===== config.mk =====
export PLATFORM = sky130hd
export DESIGN_NAME = spi_freq_master
export DESIGN_NICKNAME = d
export VERILOG_FILES = /design/src/rtl/spi_pkg.sv /design/src/rtl/spi_half_period_timer.sv /design/src/rtl/spi_freq_master.sv
export SDC_FILE = /design/constraint.sdc
export NUM_CORES = 1
export LEC_CHECK = 0
export BUFFER_PORTS_ARGS = -buffer_cell sky130_fd_sc_hd__buf_2
export CELL_PAD_IN_SITES_DETAIL_PLACEMENT = 1
export CELL_PAD_IN_SITES_GLOBAL_PLACEMENT = 1
export CORE_MARGIN = 1.5
export CORE_UTILIZATION = 42
export CTS_BUF_LIST = sky130_fd_sc_hd__clkbuf_16
export CTS_CLUSTER_DIAMETER = 120
export DETAILED_ROUTE_END_ITERATION = 8
export PLACE_DENSITY = 0.83
export SYNTH_ARGS = -nofsm -noshare
export SYNTH_HDL_FRONTEND = slang
export SYNTH_SLANG_ARGS = --single-unit

===== constraint.sdc =====
create_clock -name clk -period 2.8 [get_ports clk]
set_input_delay 0 -clock clk [delete_from_list [all_inputs] [get_ports clk]]
set_output_delay 0 -clock clk [all_outputs]
set_load 0.02 [all_outputs]

===== src/rtl/spi_pkg.sv =====
// Shared SPI link definitions for the frequency transmitter and lcdSPI.
// Holds the frame width and the transmitter state encoding.
package spi_pkg;

  localparam int SPI_WORD_W = 16;

  typedef enum logic [2:0] {
    IDLE,
    SETUP,
    SCLK_HI,
    SCLK_LO,
    FINISH
  } spi_tx_state_t;

endpackage


===== src/rtl/spi_half_period_timer.sv =====
// Counts one sclk half-period in clk cycles.
// Strobes expire_o on the last cycle of each half-period.
module spi_half_period_timer #(
  parameter int CLK_DIV = 12
) (
  input  logic clk,
  input  logic reset,
  input  logic clear_i,
  input  logic en_i,
  output logic expire_o
);

  localparam int CW = $clog2(CLK_DIV + 1);
  localparam logic [CW-1:0] LAST = CW'(CLK_DIV - 1);

  logic [CW-1:0] cnt_q;
  logic [CW-1:0] cnt_d;

  assign expire_o = en_i && (cnt_q == LAST);

  always_comb begin
    cnt_d = cnt_q;
    if (clear_i || expire_o) begin
      cnt_d = '0;
    end else if (en_i) begin
      cnt_d = cnt_q + 1'b1;
    end
  end

  always_ff @(posedge clk) begin
    if (reset) begin
      cnt_q <= '0;
    end else begin
      cnt_q <= cnt_d;
    end
  end

endmodule


===== src/rtl/spi_freq_master.sv =====
// SPI mode-0 master transmitter: one MSB-first word per start request.
// cs frames the word high; all pins are driven straight from flops.
module spi_freq_master
  import spi_pkg::*;
#(
  parameter int DATA_W  = SPI_WORD_W,
  parameter int CLK_DIV = 12
) (
  input  logic              clk,
  input  logic              reset,
  input  logic              start,
  input  logic [DATA_W-1:0] data,
  output logic              busy,
  output logic              done,
  output logic              sclk,
  output logic              cs,
  output logic              sdo
);

  localparam int BW = $clog2(DATA_W + 1);
  localparam logic [BW-1:0] ALL_BITS = BW'(DATA_W);
  localparam logic [BW-1:0] LAST_BIT = BW'(DATA_W - 1);

  spi_tx_state_t state_q;
  spi_tx_state_t state_d;

  logic [DATA_W-1:0] shreg_q;
  logic [DATA_W-1:0] shreg_d;
  logic [BW-1:0]     bit_q;
  logic [BW-1:0]     bit_d;
  logic              sdo_q;
  logic              sdo_d;
  logic              sclk_q;
  logic              sclk_d;
  logic              cs_q;
  logic              cs_d;
  logic              busy_q;
  logic              busy_d;
  logic              done_q;
  logic              done_d;

  logic accept;
  logic in_frame;
  logic expire;

  assign accept   = (state_q == IDLE) && start;
  assign in_frame = (state_q == SETUP)
                 || (state_q == SCLK_HI)
                 || (state_q == SCLK_LO);

  spi_half_period_timer #(
    .CLK_DIV (CLK_DIV)
  ) u_timer (
    .clk      (clk),
    .reset    (reset),
    .clear_i  (state_d != state_q),
    .en_i     (in_frame),
    .expire_o (expire)
  );

  always_ff @(posedge clk) begin
    if (reset) begin
      state_q <= IDLE;
    end else begin
      state_q <= state_d;
    end
  end

  always_comb begin
    state_d = state_q;
    unique case (state_q)
      IDLE:    if (start)  state_d = SETUP;
      SETUP:   if (expire) state_d = SCLK_HI;
      SCLK_HI: if (expire) state_d = SCLK_LO;
      SCLK_LO: begin
        if (expire) begin
          state_d = (bit_q == ALL_BITS) ? FINISH : SCLK_HI;
        end
      end
      FINISH:  state_d = IDLE;
      default: state_d = IDLE;
    endcase
  end

  // The last bit is never shifted out so sdo keeps the LSB through cs hold.
  always_comb begin
    shreg_d = shreg_q;
    sdo_d   = sdo_q;
    bit_d   = bit_q;
    if (accept) begin
      shreg_d = data;
      sdo_d   = data[DATA_W-1];
      bit_d   = '0;
    end else if ((state_q == SCLK_HI) && expire) begin
      bit_d = bit_q + 1'b1;
      if (bit_q != LAST_BIT) begin
        shreg_d = shreg_q << 1;
        sdo_d   = shreg_q[DATA_W-2];
      end
    end
  end

  always_comb begin
    sclk_d = (state_d == SCLK_HI);
    cs_d   = (state_d == SETUP)
          || (state_d == SCLK_HI)
          || (state_d == SCLK_LO);
    busy_d = cs_d;
    done_d = (state_d == FINISH);
  end

  always_ff @(posedge clk) begin
    if (reset) begin
      shreg_q <= '0;
      bit_q   <= '0;
      sdo_q   <= 1'b0;
      sclk_q  <= 1'b0;
      cs_q    <= 1'b0;
      busy_q  <= 1'b0;
      done_q  <= 1'b0;
    end else begin
      shreg_q <= shreg_d;
      bit_q   <= bit_d;
      sdo_q   <= sdo_d;
      sclk_q  <= sclk_d;
      cs_q    <= cs_d;
      busy_q  <= busy_d;
      done_q  <= done_d;
    end
  end

  assign busy = busy_q;
  assign done = done_q;
  assign sclk = sclk_q;
  assign cs   = cs_q;
  assign sdo  = sdo_q;

endmodule


==> Yosys cells after proc, flatten, opt, wreduce, memory -nomap -nowiden <==
Index checks and enable logic that the tools add are counted.
{ "word_totals": {"reg_bits": 31, "input_bits": 19, "output_inout_bits": 5, "wordCells": 47} }
{ "classes": {"n_addsub": 2, "eq_ne": 11, "muxes": 12, "reduce_logical": 14} }
{ "op_table": {"columns": ["operator", "count"], "rows": [
  ["$mux 15", 3],
  ["$mux 3", 5],
  ["$eq 3x2->1 const B", 4],
  ["$pmux 3 s4", 1],
  ["$eq 3x1->1 const B", 2],
  ["$add 5x1->5 const B", 1],
  ["$eq 5x5->1 const B", 1],
  ["$logic_or 1x1->1", 5],
  ["$ne 5x4->1 const B", 1],
  ["$add 4x1->4 const B", 1],
  ["$eq 4x4->1 const B", 1],
  ["$reduce_bool 2->1", 2],
  ["$reduce_or 2->1", 2],
  ["$eq 3x3->1 const B", 1],
  ["$logic_and 1x1->1", 3],
  ["$logic_not 3->1", 1],
  ["$mux 1", 3],
  ["$ne 3x3->1", 1],
  ["$reduce_and 2->1", 1]
]} }

==> Logic depth before layout (Yosys ltp) <==
{ "logic_depth": {"word_depth": 9, "ltp_mapped": 9, "mapped_depth_nobuf": 6} }

==> Cells and area by module <==
Synthesis repeated with hierarchy kept, for this count alone.
{ "hier_totals": {"cells_unflattened": 173, "area_unflattened_um2": 1617.8} }
{ "modules_own_cells": {"columns": ["module", "instances", "cells_each", "area_each_um2", "seq_area_each_um2"], "rows": [
  ["spi_freq_master", 1, 156, 1438.9, 540.5],
  ["spi_half_period_timer", 1, 17, 178.9, 80.1]
]} }

==> Least setup slack after synthesis <==
OpenSTA, ideal clock, no wires.
{ "synth_timing": {"path_kind": "register to register", "startpoint": "reg bit_q[0]", "endpoint": "reg sdo_q, in the netlist sdo", "setup_ns": 0.079, "t_arrival_ns": 1.902, "required_time_ns": 2.721, "path_slack_ns": 0.819, "path_stages_with_launch": 10, "path_buffers": 3, "period_less_slack_ns": 1.981, "path_cell_list": "dfxtp_1 -> ha_1 -> and3_1 -> ha_1 -> or3_1 -> buf_2 -> or2_1 -> buf_6 -> buf_6 -> a211oi_2"} }
{ "synth_between": {"elab_chain_len": 3} }
{ "synth_lines": {"columns": ["item", "line", "text"], "rows": [
  ["from (decl)", "spi_freq_master.sv:29", "logic [BW-1:0] bit_q;"],
  ["from (signal assigned)", "spi_freq_master.sv:123", "bit_q <= bit_d;"],
  ["$ne 5x4->1", "spi_freq_master.sv:96", "if (bit_q != LAST_BIT) begin"],
  ["$reduce_bool 2->1 (no line)", null, null],
  ["$reduce_and 2->1 (no line)", null, null],
  ["to (signal assigned)", "spi_freq_master.sv:124", "sdo_q <= sdo_d;"],
  ["to (decl)", "spi_freq_master.sv:31", "logic sdo_q;"]
]} }
Every way passes these cells.
A chain may end at the register's enable or synchronous reset.

==> Final worst setup path <==
{ "layout_timing": {"startpoint": "reg bit_q[0]", "endpoint": "reg shreg_q[0]"} }
{ "layout_between": {"elab_chain_len": 3} }
{ "layout_lines": {"columns": ["item", "line", "text"], "rows": [
  ["$ne 5x4->1", "spi_freq_master.sv:96", null],
  ["$reduce_bool 2->1 (no line)", null, null],
  ["$reduce_and 2->1 (no line)", null, null],
  ["to (signal assigned)", "spi_freq_master.sv:122", "shreg_q <= shreg_d;"],
  ["to (decl)", "spi_freq_master.sv:27", "logic [DATA_W-1:0] shreg_q;"]
]} }
Every way passes these cells.

==> impl_metrics.csv <==
group,metric,value,unit
power_and_ir_drop,comb_power_share,9.9,%
sta,fin_crit_sh,83.29,%
setup_path,timing.rr.start,"bit_q[0]",
global_route,grt_pass1_vias,1478,
die,core,3633,um^2
clock_tree,ctsHtreeMaxLevel,2,
clock_tree,cts_resized,0,
synth,synth-warning-count,0,
global_route,grt_pass1_wl,6831,um
setup_path,worstSetupStartpoint,"bit_q[0]",
synth,ys_seq_elements,31,
layout,multiInputGateArea,852.1,um^2
synth,postSynthAreaPerCell,8.879,um^2
clock_tree,post-cts-setup-buffers,0,
route,wl_per_cell,16.25,um
route,firstDrtPassIters,6,
synth,async_flop_share,0,%
route,drtIter0Drc,65,
place,place_hpwl,2654,um
setup_path,endpoint_kind,"flip-flop",
power_and_ir_drop,internal_power,0.8289,mW
power_and_ir_drop,p_switching,0.2567,mW
synth,ys.flop_type,"dfxtp_1",
route,vias,1452,
synth,synthTopCellsByArea,"dfxtp_1, a211oi_2, nor4_1, o21ai_0, nor2_1",
setup_path,crit_path_end,"shreg_q[0]",
layout,num-fill-cells,451,
global_route,grt_overflow,0,
sta,finClkSkew,0.004275,ns
die,die_w,64.17,um
clock_tree,cts_buffers,5,
place,place_congestion,0.7347,
global_route,grt-busiest-layer,"met2",
global_route,grt_max_degree,33,
die,start_util,43.25,%
global_route,antenna_found_initial,0,
synth,synth.yosys.seq_area_share,39.49,%
clock_tree,cts_sinks,31,
sta,fmax,428.8,MHz
power_and_ir_drop,switching_share,23.65,%
layout,diodes,0,
sta,finalSetupViolCount,0,
setup_path,regToRegSetupSlack,0.47,ns
layout,fin_nets,219,
global_route,use_met3,5.810,%
setup_path,cp_max_fo,16,
sta,post-route-min-period,2.332,ns
layout,final_cells,245,
power_and_ir_drop,powerDensity,588.3,nW/um^2
sta,rsz0062_at_grt,"no",
power_and_ir_drop,p_leak,0.6860,nW
run,drv_cap,0,
clock_tree,cts_tree,"done",
setup_path,worstSetupPathType,"flip-flop to flip-flop",
status,status,"complete, no violations",
place,port_buffers,23,
route,ant_nets,0,
synth,syn_area,1572,um^2
sta,hold_viol_final,0,
sta,tightestPinTransition,0.7245,ns
place,place_ws,0.6995,ns
synth,yosysUniqueCellTypes,41,
sta,relSlewSlack,51.70,%
synth,synth_nets,200,
sta,slew_viol_final,0,
place,placed_cells,235,
die,std_cell_rows,22,
layout,register_area,620.6,um^2
power_and_ir_drop,clkPwrFrac,45.8,%
setup_path,r2r_end,"shreg_q[0]",
route,drt_wl_total,3981,um
clock_tree,path_clk_slew,0.05,ns
layout,area_delta_synth_final,17.44,%
power_and_ir_drop,peakVddDrop,0.0002962,V
global_route,grt_usage,21.76,%
sta,worst_slack,0.4679,ns
global_route,grt.met2_usage,39.32,%
synth,syn_inst,177,
route,drc_errors,0,
layout,drive_gt1_share,21.83,%
clock_tree,hold_buffers,2,
power_and_ir_drop,power_frac_seq,44.4,%
clock_tree,clock_latency,0.27,ns
global_route,gr-usage-met1,23.97,%
setup_path,cp.arrival,2.49,ns
clock_tree,clockBufferDepth,2,
synth,synth_edf_count,0,
clock_tree,cts_root_buf,"clkbuf_16",
die,pin_count,24,
setup_path,cp.required,2.96,ns
synth,netlist.area_leader.share,39.49,%
setup_path,rr_worst_depth,8,
worst_hold_path,hold_class,"input pin to flip-flop",
die,dieArea,4118,um^2
setup_path,start_kind,"flip-flop",
sta,tns,0,ns
die,die_h,64.17,um
route,via_per_inst,5.927,
synth,yosysTopAreaCell,"dfxtp_1",
[sequential cells by signal, indices dropped and copies added, names as in the netlist]
name and count:
bit_q 5, busy 1, done 1, sclk 1
sdo 1, shreg_q 15, state_q 3, u_timer.cnt_q 4
[layout make-up]
| class | instances | area share (%) |
|---|---|---|
| flip-flops and latches | 31 | 33.63 |
| multi-input cells | 125 | 46.17 |
| inverters | 5 | 1.017 |
| clock inverters | 3 | 0.6102 |
| repair buffers | 28 | 8.542 |
| well taps | 48 | 3.254 |
| clock buffers | 5 | 6.780 |
[layer usage]
metal  vias up  part of all wire [%]
li1        703                     -
met5         -                     0
met4         0                  0.95
met3         4                   3.1
met1       718                    42
met2        27                    54
[cells in the final DEF, fill, tap and decap left out, types with 2 or more instances in the layout]
master         synthesis  layout
o211ai_1               2       2
ha_1                   4       4
o21ai_0               17      17
mux2i_1                2       2
dfxtp_1               31      31
and4_1                 3       3
clkbuf_16              0       5
clkinv_1               0       2
o21ai_1                2       2
nand4b_1               2       2
nand2_1                2       2
a21oi_1                9       9
inv_1                  5       6
nand3_1                6       6
nor2_1                19      19
dlygate4sd3_1          0       2
a211oi_1               5       5
nor3b_1                2       2
buf_2                  2      23
buf_4                  1       3
a211oi_2              10      10
nor4_1                17      17
or3_1                  4       4
[synth_stat cells, types with 2 or more instances]
cell	n
or3_1	4
nand3_1	6
nor3b_1	2
mux2i_1	2
ha_1	4
nor4_1	17
buf_6	3
nor2_1	19
o21ai_0	17
o211ai_1	2
dfxtp_1	31
a211oi_2	10
buf_2	2
a21oi_1	9
clkbuf_1	10
o21ai_1	2
a211oi_1	5
inv_1	5
and4_1	3
nand4b_1	2
nand2_1	2
[power groups by stage]
stage	clock [mW]	combinational [mW]	sequential, mW
6_report	0.497	0.107	0.482
5_1_grt	0.531	0.120	0.484
4_1_cts	0.513	0.108	0.481
3_5_place_dp	0	0.105	0.490
3_3_place_gp	0	0.0990	0.488
2_1_floorplan	0	0.0734	0.486
[worst max-delay path: stages, from the launching register on]
cell and delay [ns]:
dfxtp_1 0.33, ha_1 0.21, and3_1 0.18, ha_1 0.16
or3_1 0.32, buf_4 0.20, o211ai_1 0.18, a21oi_1 0.08
dlygate4sd3_1 0.55
[cell families (layout without fill, tap and decap cells)]
group,after synthesis,in the layout,synth area share (%)
and+or+nand+nor,68,68,25.80
AOI/OAI and AO/OA,50,50,22.85
DFF,31,31,39.49
buffers and inverters,21,41,6.848
adders and majority gates,4,4,3.185
muxes,2,2,1.274
xor gates and xnor gates,1,1,0.5574
[how the worst min path moves through the flow]
stage	from	end	slack (ns)	cells after the start
CTS	data[12]	shreg_q[12]	0.07	3
floorplan	reset	shreg_q[0]	0.07	1
global route	data[15]	sdo	0.09	3
finish	data[11]	shreg_q[11]	0.08	3
global placement	reset	shreg_q[0]	0.25	2
detailed placement	reset	shreg_q[0]	0.26	2
[per-stage QoR]
| stage | power [mW] | instance area [um^2] | hold slack [ns] | util [%] |
|---|---|---|---|---|
| final | 1.086 | 1846 | 0.07957 | 50.79 |
| after global routing | 1.135 | 1846 | 0.09134 | 50.79 |
| after CTS | 1.102 | 1846 | 0.07276 | 50.79 |
| after detailed placement | 0.5948 | 1689 | 0.2621 | 46.49 |
| after global placement | 0.5867 | 1689 | 0.2476 | 46.49 |
| after floorplan | 0.5592 | 1572 | 0.06907 | - |
Power figures use the tool's default switching activity.
